===== config.mk =====
export PLATFORM = sky130hd
export DESIGN_NAME = serv_alu_seq
export DESIGN_NICKNAME = d
export VERILOG_FILES = /design/src/rtl/serv_alu_pkg.sv /design/src/rtl/serv_alu_slice.sv /design/src/rtl/serv_alu_seq.sv
export SDC_FILE = /design/constraint.sdc
export NUM_CORES = 1
export LEC_CHECK = 0
export CORE_MARGIN = 2
export CORE_UTILIZATION = 26
export DETAILED_ROUTE_END_ITERATION = 6
export DONT_BUFFER_PORTS = 1
export PLACE_DENSITY = 0.37
export SYNTH_ARGS = -nofsm -noshare
export SYNTH_HDL_FRONTEND = slang
export SYNTH_SLANG_ARGS = --single-unit

===== constraint.sdc =====
create_clock -name clk -period 3.64 [get_ports clk]
set_input_delay 0.728 -clock clk [delete_from_list [all_inputs] [get_ports clk]]
set_output_delay 0.728 -clock clk [all_outputs]
set_load 0.03 [all_outputs]

===== src/rtl/serv_alu_pkg.sv =====
// Shared opcode encoding, FSM state type and opcode decode helpers for the
// chunk-serial ALU.
package serv_alu_pkg;

    localparam int XLEN = 32;

    typedef enum logic [3:0] {
        OP_ADD  = 4'd0,
        OP_SUB  = 4'd1,
        OP_SLT  = 4'd2,
        OP_SLTU = 4'd3,
        OP_EQ   = 4'd4,
        OP_XOR  = 4'd5,
        OP_OR   = 4'd6,
        OP_AND  = 4'd7,
        OP_MIN  = 4'd8,
        OP_MAX  = 4'd9,
        OP_MINU = 4'd10,
        OP_MAXU = 4'd11
    } alu_op_e;

    typedef enum logic [1:0] {
        ST_IDLE,
        ST_CALC,
        ST_OUT
    } alu_state_e;

    // Ops that must see the whole operand pair before any result chunk exists.
    function automatic logic is_two_pass(input logic [3:0] op);
        case (op)
            OP_SLT, OP_SLTU, OP_MIN, OP_MAX, OP_MINU, OP_MAXU: return 1'b1;
            default:                                           return 1'b0;
        endcase
    endfunction

    function automatic logic is_sub(input logic [3:0] op);
        case (op)
            OP_SUB, OP_SLT, OP_SLTU, OP_EQ,
            OP_MIN, OP_MAX, OP_MINU, OP_MAXU: return 1'b1;
            default:                          return 1'b0;
        endcase
    endfunction

    function automatic logic is_signed_cmp(input logic [3:0] op);
        case (op)
            OP_SLT, OP_MIN, OP_MAX: return 1'b1;
            default:                return 1'b0;
        endcase
    endfunction

endpackage


===== src/rtl/serv_alu_slice.sv =====
// One W-bit chunk of the datapath: adder/subtractor with carry, bitwise ops
// and a zero detect on the adder result.
module serv_alu_slice #(
    parameter int W = 1
) (
    input  logic [W-1:0] i_a,
    input  logic [W-1:0] i_b,
    input  logic         i_sub,
    input  logic         i_cin,
    output logic [W-1:0] o_sum,
    output logic         o_cout,
    output logic [W-1:0] o_xor,
    output logic [W-1:0] o_or,
    output logic [W-1:0] o_and,
    output logic         o_zero
);

    logic [W-1:0] w_b_add;

    assign w_b_add         = i_b ^ {W{i_sub}};
    assign {o_cout, o_sum} = {1'b0, i_a} + {1'b0, w_b_add} + (W+1)'(i_cin);
    assign o_xor           = i_a ^ i_b;
    assign o_or            = i_a | i_b;
    assign o_and           = i_a & i_b;
    assign o_zero          = (o_sum == '0);

endmodule


===== src/rtl/serv_alu_seq.sv =====
// Chunk-serial RISC-V style ALU: operands arrive W bits per cycle LSB-first;
// compare-derived ops buffer both operands and replay the selected one.
module serv_alu_seq
    import serv_alu_pkg::*;
#(
    parameter int W    = 1,
    parameter int XLEN = serv_alu_pkg::XLEN
) (
    input  logic         clk,
    input  logic         i_rst_n,
    input  logic         i_start,
    input  logic [3:0]   i_op,
    input  logic [W-1:0] i_rs1,
    input  logic [W-1:0] i_op_b,
    output logic [W-1:0] o_rd,
    output logic         o_rd_valid,
    output logic         o_cmp,
    output logic         o_busy,
    output logic         o_done
);

    localparam int N = XLEN / W;
    localparam int CW = $clog2(N);
    localparam logic [CW-1:0] LAST = CW'(N - 1);

    alu_state_e      r_state;
    alu_state_e      w_state_nxt;
    logic [CW-1:0]   r_cnt;
    logic [3:0]      r_op;
    logic            r_carry;
    logic            r_eq;
    logic            r_cmp;
    logic [XLEN-1:0] r_rs1_buf;
    logic [XLEN-1:0] r_opb_buf;

    logic            w_accept;
    logic            w_calc;
    logic            w_first;
    logic            w_last_calc;
    logic [3:0]      w_op;
    logic            w_cin;
    logic [W-1:0]    w_sum;
    logic            w_cout;
    logic [W-1:0]    w_xor;
    logic [W-1:0]    w_or;
    logic [W-1:0]    w_and;
    logic            w_zero;
    logic            w_eq;
    logic            w_lt;
    logic            w_cmp_nxt;
    logic [W-1:0]    w_sp_rd;
    logic [W-1:0]    w_out_rd;

    assign w_accept    = (r_state == ST_IDLE) && i_start && i_rst_n;
    assign w_calc      = w_accept || (r_state == ST_CALC);
    assign w_first     = (r_state == ST_IDLE);
    assign w_last_calc = (r_state == ST_CALC) && (r_cnt == LAST);
    assign w_op        = w_first ? i_op : r_op;
    assign w_cin       = w_first ? is_sub(w_op) : r_carry;

    serv_alu_slice #(.W(W)) u_slice (
        .i_a    (i_rs1),
        .i_b    (i_op_b),
        .i_sub  (is_sub(w_op)),
        .i_cin  (w_cin),
        .o_sum  (w_sum),
        .o_cout (w_cout),
        .o_xor  (w_xor),
        .o_or   (w_or),
        .o_and  (w_and),
        .o_zero (w_zero)
    );

    // Bit XLEN of the extended difference: extension bits of rs1 and ~op_b plus the carry.
    assign w_eq = (w_first ? 1'b1 : r_eq) & w_zero;
    assign w_lt = (is_signed_cmp(w_op) & i_rs1[W-1])
                ^ ~(is_signed_cmp(w_op) & i_op_b[W-1])
                ^ w_cout;

    always_comb begin
        w_cmp_nxt = 1'b0;
        if (w_op == OP_EQ)
            w_cmp_nxt = w_eq;
        else if (w_op <= OP_MAXU)
            w_cmp_nxt = w_lt;
    end

    always_comb begin
        w_sp_rd = '0;
        case (w_op)
            OP_ADD, OP_SUB: w_sp_rd = w_sum;
            OP_XOR:         w_sp_rd = w_xor;
            OP_OR:          w_sp_rd = w_or;
            OP_AND:         w_sp_rd = w_and;
            default:        w_sp_rd = '0;
        endcase
    end

    always_comb begin
        w_out_rd = '0;
        case (r_op)
            OP_SLT, OP_SLTU: w_out_rd = (r_cnt == '0) ? W'(r_cmp) : '0;
            OP_MIN, OP_MINU: w_out_rd = r_cmp ? r_rs1_buf[W-1:0] : r_opb_buf[W-1:0];
            OP_MAX, OP_MAXU: w_out_rd = r_cmp ? r_opb_buf[W-1:0] : r_rs1_buf[W-1:0];
            default:         w_out_rd = '0;
        endcase
    end

    // NOTE: every output and next-state value gets a default first so no path infers a latch.
    always_comb begin
        w_state_nxt = r_state;
        o_rd        = '0;
        o_rd_valid  = 1'b0;
        o_busy      = 1'b0;
        o_done      = 1'b0;
        case (r_state)
            ST_IDLE: begin
                if (w_accept) begin
                    o_busy      = 1'b1;
                    w_state_nxt = ST_CALC;
                    if (!is_two_pass(i_op)) begin
                        o_rd_valid = 1'b1;
                        o_rd       = w_sp_rd;
                    end
                end
            end
            ST_CALC: begin
                o_busy = 1'b1;
                if (!is_two_pass(r_op)) begin
                    o_rd_valid = 1'b1;
                    o_rd       = w_sp_rd;
                end
                if (r_cnt == LAST) begin
                    w_state_nxt = is_two_pass(r_op) ? ST_OUT : ST_IDLE;
                    o_done      = !is_two_pass(r_op);
                end
            end
            ST_OUT: begin
                o_busy     = 1'b1;
                o_rd_valid = 1'b1;
                o_rd       = w_out_rd;
                if (r_cnt == LAST) begin
                    o_done      = 1'b1;
                    w_state_nxt = ST_IDLE;
                end
            end
            default: w_state_nxt = ST_IDLE;
        endcase
    end

    assign o_cmp = r_cmp;

    // NOTE: the operand buffers are plain flops, so they are cleared with the rest of the state.
    always_ff @(posedge clk) begin
        if (!i_rst_n) begin
            r_state   <= ST_IDLE;
            r_cnt     <= '0;
            r_op      <= '0;
            r_carry   <= 1'b0;
            r_eq      <= 1'b0;
            r_cmp     <= 1'b0;
            r_rs1_buf <= '0;
            r_opb_buf <= '0;
        end else begin
            r_state <= w_state_nxt;
            if (w_accept) begin
                r_op  <= i_op;
                r_cmp <= 1'b0;
                r_cnt <= CW'(1);
            end else if (r_state != ST_IDLE) begin
                r_cnt <= (r_cnt == LAST) ? '0 : r_cnt + CW'(1);
            end
            if (w_calc) begin
                r_carry   <= w_cout;
                r_eq      <= w_eq;
                r_rs1_buf <= {i_rs1, r_rs1_buf[XLEN-1:W]};
                r_opb_buf <= {i_op_b, r_opb_buf[XLEN-1:W]};
                if (w_last_calc)
                    r_cmp <= w_cmp_nxt;
            end else if (r_state == ST_OUT) begin
                r_rs1_buf <= {{W{1'b0}}, r_rs1_buf[XLEN-1:W]};
                r_opb_buf <= {{W{1'b0}}, r_opb_buf[XLEN-1:W]};
            end
        end
    end

endmodule


== Word level (Yosys, flattened, before mapping) ==
Memory sizes are Yosys's and may differ from the RTL's.
Cells that the tools add are included.
Widths: inputs -> output; s select.

* Register bits: 78
* Bits in latches: 0
* RAM bits: 0
* Memory bits (read-only): 32
* Input bits: 9
* Output and inout bits: 5
* Logic and storage cells: 120
* Memories kept: 2

* $add $sub $neg: 3
* Multipliers: 0
* Divide/modulo/power cells: 0
* $lt $le $gt $ge: 1
* Equal/unequal tests: 26
* Shifts and indexed selects: 0
* Multiplexer cells: 46
* Bitwise operators: 12
* Reduce and logical (&&, ||, !) cells: 21

{| class="wikitable"
|+ Memories
! memory !! depth !! width !! read ports !! clocked after Yosys merged registers in !! wr ports !! RTL line !! text
|-
| (no name shown) || 16 || 1 || 1 || 0 || 0 || serv_alu_pkg.sv:37 || <nowiki>case (op)</nowiki>
|-
| (no name shown) || 16 || 1 || 1 || 0 || 0 || serv_alu_pkg.sv:37 ||
|}

{| class="wikitable"
|+ Operator list
! kind !! number
|-
| $mux 32 || 4
|-
| $eq 4x4->1 const B || 10
|-
| $mux 1 || 29
|-
| $eq 4x2->1 const B || 5
|-
| $eq 4x3->1 const B || 4
|-
| $reduce_or 2->1 || 6
|-
| $reduce_or 6->1 || 2
|-
| $pmux 1 s3 || 3
|-
| $mux 2 || 4
|-
| $pmux 2 s3 || 1
|-
| $reduce_bool 2->1 || 3
|-
| $add 5x1->5 const B || 1
|-
| $eq 5x5->1 const B || 1
|-
| $logic_not 5->1 || 1
|-
| $mux 5 || 1
|-
| $and 1x1->1 || 4
|-
| $eq 4x1->1 const B || 1
|-
| $le 4x4->1 const B || 1
|-
| $logic_not 4->1 || 1
|-
| $mux 4 || 1
|-
| $ne 2x2->1 const B || 2
|-
| $pmux 1 s2 || 2
|-
| $pmux 1 s4 || 1
|-
| $xor 1x1->1 || 4
|-
| 13 further kinds || 17
|}

== Depth between registers and ports, before layout ==
* Word-level depth: 13
* Gate-level depth with buffers: 13
* Depth with buffers taken out: 12

== By module ==
Synthesis repeated with hierarchy kept, for this count alone.

* Cells, all modules: 422
* Area, all modules: 3554.7 µm²

{| class="wikitable"
|+ Modules (own cells, without submodules)
! module !! instances !! cells each !! area an instance (µm²) !! seq. area each (µm²)
|-
| serv_alu_seq || 1 || 414 || 3485.8 || 1561.5
|-
| serv_alu_slice || 1 || 8 || 68.8 || 0.0
|}

== Worst setup path after synthesis ==
Ideal clock, no wire load.

* Kind: reg2out
* From: register r_state[0]
* To: output port o_rd
* Arrival: 2.861 ns
* Required time: 2.912 ns
* Setup slack: 0.051 ns
* Cell stages (with the launch flop): 13
* Path buffers: 1
* Cell sequence: dfxtp_1 -> inv_1 -> ha_1 -> buf_6 -> o32ai_1 -> nand2_1 -> xor2_1 -> a21oi_1 -> fa_1 -> nand3_1 -> o21ai_0 -> nand4_1 -> a21oi_1

* Cells in the longest elaborated chain, start to end: 10
* Elaborated cells between the ends (all ways): 23
* Classes of those cells: 2 x add/sub; 6 x eq/ne; 7 x mux; 1 x bitwise; 5 x reduce/logical; 2 x memory

{| class="wikitable"
|+ Ends and longest elaborated chain
! what !! RTL line !! text
|-
| start, declared || serv_alu_seq.sv:26 || <nowiki>alu_state_e r_state;</nowiki>
|-
| start signal, assigned || serv_alu_seq.sv:165 || <nowiki>r_state <= w_state_nxt;</nowiki>
|-
| $logic_not 2->1 || serv_alu_seq.sv:54, serv_alu_seq.sv:56, serv_alu_seq.sv:116 ||
|-
| $mux 4 || serv_alu_seq.sv:58 || <nowiki>assign w_op = w_first ? i_op : r_op;</nowiki>
|-
| $mem_v2 16x1 || -- ||
|-
| $xor 1x1->1 || serv_alu_slice.sv:20 || <nowiki>assign w_b_add = i_b ^ {W{i_sub}};</nowiki>
|-
| $add 1x1->2 || serv_alu_slice.sv:21 || <nowiki>assign {o_cout, o_sum} = {1'b0, i_a} + {1'b0, w_b_add} + (W+1)'(i_cin);</nowiki>
|-
| $add 2x1->2 || serv_alu_slice.sv:21 ||
|-
| $pmux 1 s4 || serv_alu_seq.sv:90 || <nowiki>case (w_op)</nowiki>
|-
| $mux 1 || serv_alu_seq.sv:121 || <nowiki>if (!is_two_pass(i_op)) begin</nowiki>
|-
| $mux 1 || serv_alu_seq.sv:118 || <nowiki>if (w_accept) begin</nowiki>
|-
| $pmux 1 s3 * || serv_alu_seq.sv:116 || <nowiki>case (r_state)</nowiki>
|-
| end, declared || serv_alu_seq.sv:15 || <nowiki>output logic [W-1:0] o_rd,</nowiki>
|}

Mark *: on every way between the ends. The rest lies on a longest branch, timed or not.

== Worst setup path after layout ==
Same ends and word-level chain as after synthesis.

==> metrics.txt <==
# TYPE chip_impl_metric gauge
chip_impl_info{name="run_status",value="finished, final reports clean"} 1
chip_impl_metric{name="number_of_antenna_violations_at_the_first_check_in_global_routing",unit=""} 0
chip_impl_metric{name="drt_pass1_iterations",unit=""} 4
chip_impl_metric{name="total_global_routing_overflow",unit=""} 0
chip_impl_metric{name="chipWidth",unit="um"} 119.8
chip_impl_metric{name="finalHoldViolCount",unit=""} 0
chip_impl_metric{name="crit_path_max_fanout",unit=""} 7
chip_impl_metric{name="timing.final.setup_violations",unit=""} 0
chip_impl_metric{name="async_sr_flop_fraction",unit="%"} 0
chip_impl_metric{name="synth_cell_type_count",unit=""} 41
chip_impl_metric{name="die_area",unit="sq mm"} 0.01435
chip_impl_info{name="slowest_stage",value="sky130_fd_sc_hd__fa_1"} 1
chip_impl_metric{name="cts_num_sinks",unit=""} 78
chip_impl_info{name="tritoncts",value="done"} 1
chip_impl_metric{name="globalRouteMet3Util",unit="%"} 2.567
chip_impl_metric{name="arrival",unit="ns"} 2.77
chip_impl_metric{name="powerDensity",unit="mW/mm^2"} 691.9
chip_impl_metric{name="total_leakage_power",unit="nW"} 1.345
chip_impl_metric{name="cts-htree-levels",unit=""} 3
chip_impl_metric{name="fin_nets",unit=""} 435
chip_impl_metric{name="layout.core_utilization",unit="%"} 30.44
chip_impl_metric{name="slew_headroom",unit="%"} 52.90
chip_impl_metric{name="post_synth_and_or_nand_nor_area_fraction",unit="%"} 21.74
chip_impl_metric{name="maximum_operating_frequency",unit="MHz"} 285.6
chip_impl_metric{name="cts_made_buffers",unit=""} 9
chip_impl_metric{name="route.final.wire_length",unit="um"} 7518
chip_impl_metric{name="grt_pass1_wl",unit="um"} 12430
chip_impl_metric{name="synth.mux.area_fraction",unit="%"} 2.225
chip_impl_metric{name="globalRouteTotalUtil",unit="%"} 10.96
chip_impl_metric{name="synth_xor_xnor_area_share",unit="%"} 1.256
chip_impl_metric{name="route.detailed.vias_per_inst",unit=""} 4.482
chip_impl_info{name="min-delay-path-class",value="flip-flop to flip-flop"} 1
chip_impl_metric{name="worst_path_largest_cell_delay",unit="ns"} 0.56
chip_impl_metric{name="synthCells",unit=""} 421
chip_impl_metric{name="initial_core_util",unit="%"} 26.44
chip_impl_metric{name="synthesis.nets",unit=""} 441
chip_impl_metric{name="p_total",unit="W"} 0.002778
chip_impl_info{name="cell_family_contributing_the_most_delay_on_the_critical_path",value="adder cells"} 1
chip_impl_metric{name="drcViolationCount",unit=""} 0
chip_impl_metric{name="placementRows",unit=""} 42
chip_impl_metric{name="synth-edff-count",unit=""} 0
chip_impl_metric{name="dpl.cell_count",unit=""} 578
chip_impl_info{name="clock-root-buffer",value="sky130_fd_sc_hd__clkbuf_16"} 1
chip_impl_metric{name="finalHoldWorstSlack",unit="ns"} 0.4511
chip_impl_metric{name="layout_worst_path_cycle_share",unit="%"} 96.18
chip_impl_info{name="top_usage_layer",value="met2"} 1
chip_impl_metric{name="max-clock-path-buffers",unit=""} 2
chip_impl_metric{name="power.ir.vdd_worst",unit="uV"} 301.8
chip_impl_metric{name="synth-compound-area-share",unit="%"} 21.21
chip_impl_info{name="critical_path.endpoint_type",value="output port"} 1
chip_impl_metric{name="synth.cell_area",unit="sq mm"} 0.003487
chip_impl_metric{name="met1_use_gr",unit="%"} 13.92
chip_impl_metric{name="port_buffers",unit=""} 0
chip_impl_info{name="crit_chain",value="inv_2, ha_4, mux2i_2, nand2_1, xor2_2, a21oi_2, fa_1, nand3_1, o21ai_0, nand4_1, a21oi_1, buf_4"} 1
chip_impl_metric{name="grt.met2_usage",unit="%"} 17.18
chip_impl_metric{name="pin_count_of_the_biggest_net_entering_global_routing",unit=""} 78
chip_impl_info{name="largest_family_of_logic_cells_by_synthesized_area",value="simple AND/OR/NAND/NOR gates"} 1
chip_impl_metric{name="synth-warning-count",unit=""} 0
chip_impl_metric{name="areaGrowthSynthToFinish",unit="%"} 15.14
chip_impl_info{name="postSynth.topFlopCell",value="sky130_fd_sc_hd__dfxtp_1"} 1
chip_impl_metric{name="die_span_y",unit="um"} 119.8
chip_impl_metric{name="worstPathBufferInverterCount",unit=""} 2
chip_impl_metric{name="place_congestion",unit=""} 0.8367
chip_impl_info{name="worst_setup_path_start_kind",value="flip-flop"} 1
chip_impl_metric{name="clock_skew",unit="ns"} 0.005559
chip_impl_metric{name="ys_seq_area_share",unit="%"} 44.78
chip_impl_metric{name="critPathRequiredTime",unit="ns"} 2.91
chip_impl_metric{name="period_needed",unit="ns"} 3.501
chip_impl_metric{name="routedWlPerCell",unit="um"} 12.61
chip_impl_metric{name="synth_adder_area_share",unit="%"} 4.162
chip_impl_metric{name="drtIter0Drc",unit=""} 173
chip_impl_metric{name="tightestPinTransition",unit="ns"} 0.7087
chip_impl_metric{name="filler_cell_count",unit=""} 1395
chip_impl_metric{name="detail-route-antenna-nets",unit=""} 0
chip_impl_metric{name="layout-drive-gt1-share",unit="%"} 9.286
chip_impl_metric{name="post-dp-hpwl",unit="um"} 4536
chip_impl_metric{name="path_clk_slew",unit="ns"} 0.06
chip_impl_metric{name="worst_skew_pair_later_pin_latency",unit="ns"} 0.33
chip_impl_metric{name="timing.max_cap.violations",unit=""} 0
chip_impl_info{name="kind_of_critical_path",value="flip-flop to output port"} 1
chip_impl_metric{name="detailroute.via_count",unit=""} 2671
chip_impl_metric{name="antenna_cells",unit=""} 0
chip_impl_metric{name="ys_ff_latch",unit=""} 78
chip_impl_metric{name="vias_in_the_first_global_route",unit=""} 2465
chip_impl_metric{name="post_layout_nonfiller_instances",unit=""} 596
chip_impl_metric{name="count_of_final_max_slew_check_failures",unit=""} 0
chip_impl_metric{name="core_area",unit="sq mm"} 0.01319
chip_impl_metric{name="io_pins",unit=""} 14
chip_impl_metric{name="setup_total_negative_slack",unit="ns"} 0
chip_impl_metric{name="avgSynthCellArea",unit="sq um"} 8.283
[synthesized netlist by cell type, drive strengths merged, types with 2 or more instances]
cell	number	area, sq um
nand2	144	543.0
dfxtp	78	1562
o32ai	2	17.52
o21bai	2	15.01
and2	2	12.51
buf	15	86.33
a31oi	3	18.77
nand4	2	12.51
nand3b	5	37.54
nor3	3	26.28
xor2	3	26.28
nor2	12	45.04
a21oi	13	68.82
and3	2	12.51
nand3	2	10.01
o21ai	10	50.04
clkbuf	11	41.29
nor2b	4	25.02
mux2i	7	77.58
inv	9	33.78
a21boi	70	525.5
xnor2	2	17.52
ha	10	125.1
[worst paths after layout]
kind | cells past startpoint | slack [ns] | start | to
min | 2 | 0.45 | r_opb_buf[26]$_SDFFE_PN0P_ | r_opb_buf[26]$_SDFFE_PN0P_
min reg2reg | 2 | 0.45 | r_opb_buf[26]$_SDFFE_PN0P_ | r_opb_buf[26]$_SDFFE_PN0P_
max | 12 | 0.14 | r_state[0]$_SDFFE_PN0P_ | o_rd
max reg2reg | 12 | 1.14 | r_state[0]$_SDFFE_PN0P_ | o_cmp$_SDFF_PN0_
[where the power goes]
part / switching, W / internal (W) / total [W]
registers: 0.0000385 / 0.000896 / 0.000934
clock network: 0.000338 / 0.000550 / 0.000888
logic: 0.000623 / 0.000332 / 0.000955
total: 0.00100 / 0.00178 / 0.00278
[registers in the layout, summed over array words and instances, names as in the netlist]
| name | count |
|---|---|
| r_opb_buf | 32 |
| r_rs1_buf | 32 |
| r_op | 4 |
| r_carry | 1 |
| o_cmp | 1 |
| r_eq | 1 |
| r_cnt | 5 |
| r_state | 2 |
[cell families after synthesis]
logic type | count (synthesis)
simple gates | 180
xor+xnor | 5
fa+ha+maj | 11
buf+inv | 35
compound gates | 105
mux | 7
flops | 78
[routing by layer]
metal	vias up	wire, um
li1	1380	-
met2	32	3379
met4	0	155
met1	1248	3761
met3	11	221
met5	-	0
[tightest hold or removal path, stage by stage, from the launching register on]
cell,delay (ns)
sky130_fd_sc_hd__dfxtp_1,0.31
sky130_fd_sc_hd__nand2_1,0.05
sky130_fd_sc_hd__a21boi_1,0.05
[final cells by class]
class	count	area, sq um	share of cell area [%]
Timing Repair Buffer	9	80.08	1.994
Sequential cell	78	1564	38.95
Inverter	9	33.78	0.8414
Clock buffer	13	250.2	6.232
Tap cell	176	220.2	5.485
Multi-Input combinational cell	308	1823	45.40
Clock inverter	3	43.79	1.091
[cell usage in the layout (no fill, tap or decap), drive strengths merged, types with 3 or more instances in the layout]
master  count
buf         9
mux2i       7
a21oi      13
a31oi       3
nor3        3
a21boi     70
nor2b       4
inv         9
ha         10
xor2        3
nand2     144
dfxtp      78
o21ai      10
nand3b      5
nor2       12
clkbuf     13
[what timing repair did]
item / CTS / global route
hold endpoints to repair: 0 / 0
resized for setup: 4 / 9
setup endpoints to repair: 1 / 1
buffers inserted: 0 / 2
pin swaps: 2 / 3
hold buffers: 0 / 0
[stage by stage]
| stage | worst slack [ns] | area, sq um |
|---|---|---|
| finish | 0.1391 | 4015 |
| global route | -0.007766 | 4015 |
| CTS | 0.04092 | 3958 |
| detailed placement | 0.2332 | 3645 |
| global placement | 0.2931 | 3645 |
| floorplan | 0.05129 | 3487 |
(Power assumes the default switching activity.)
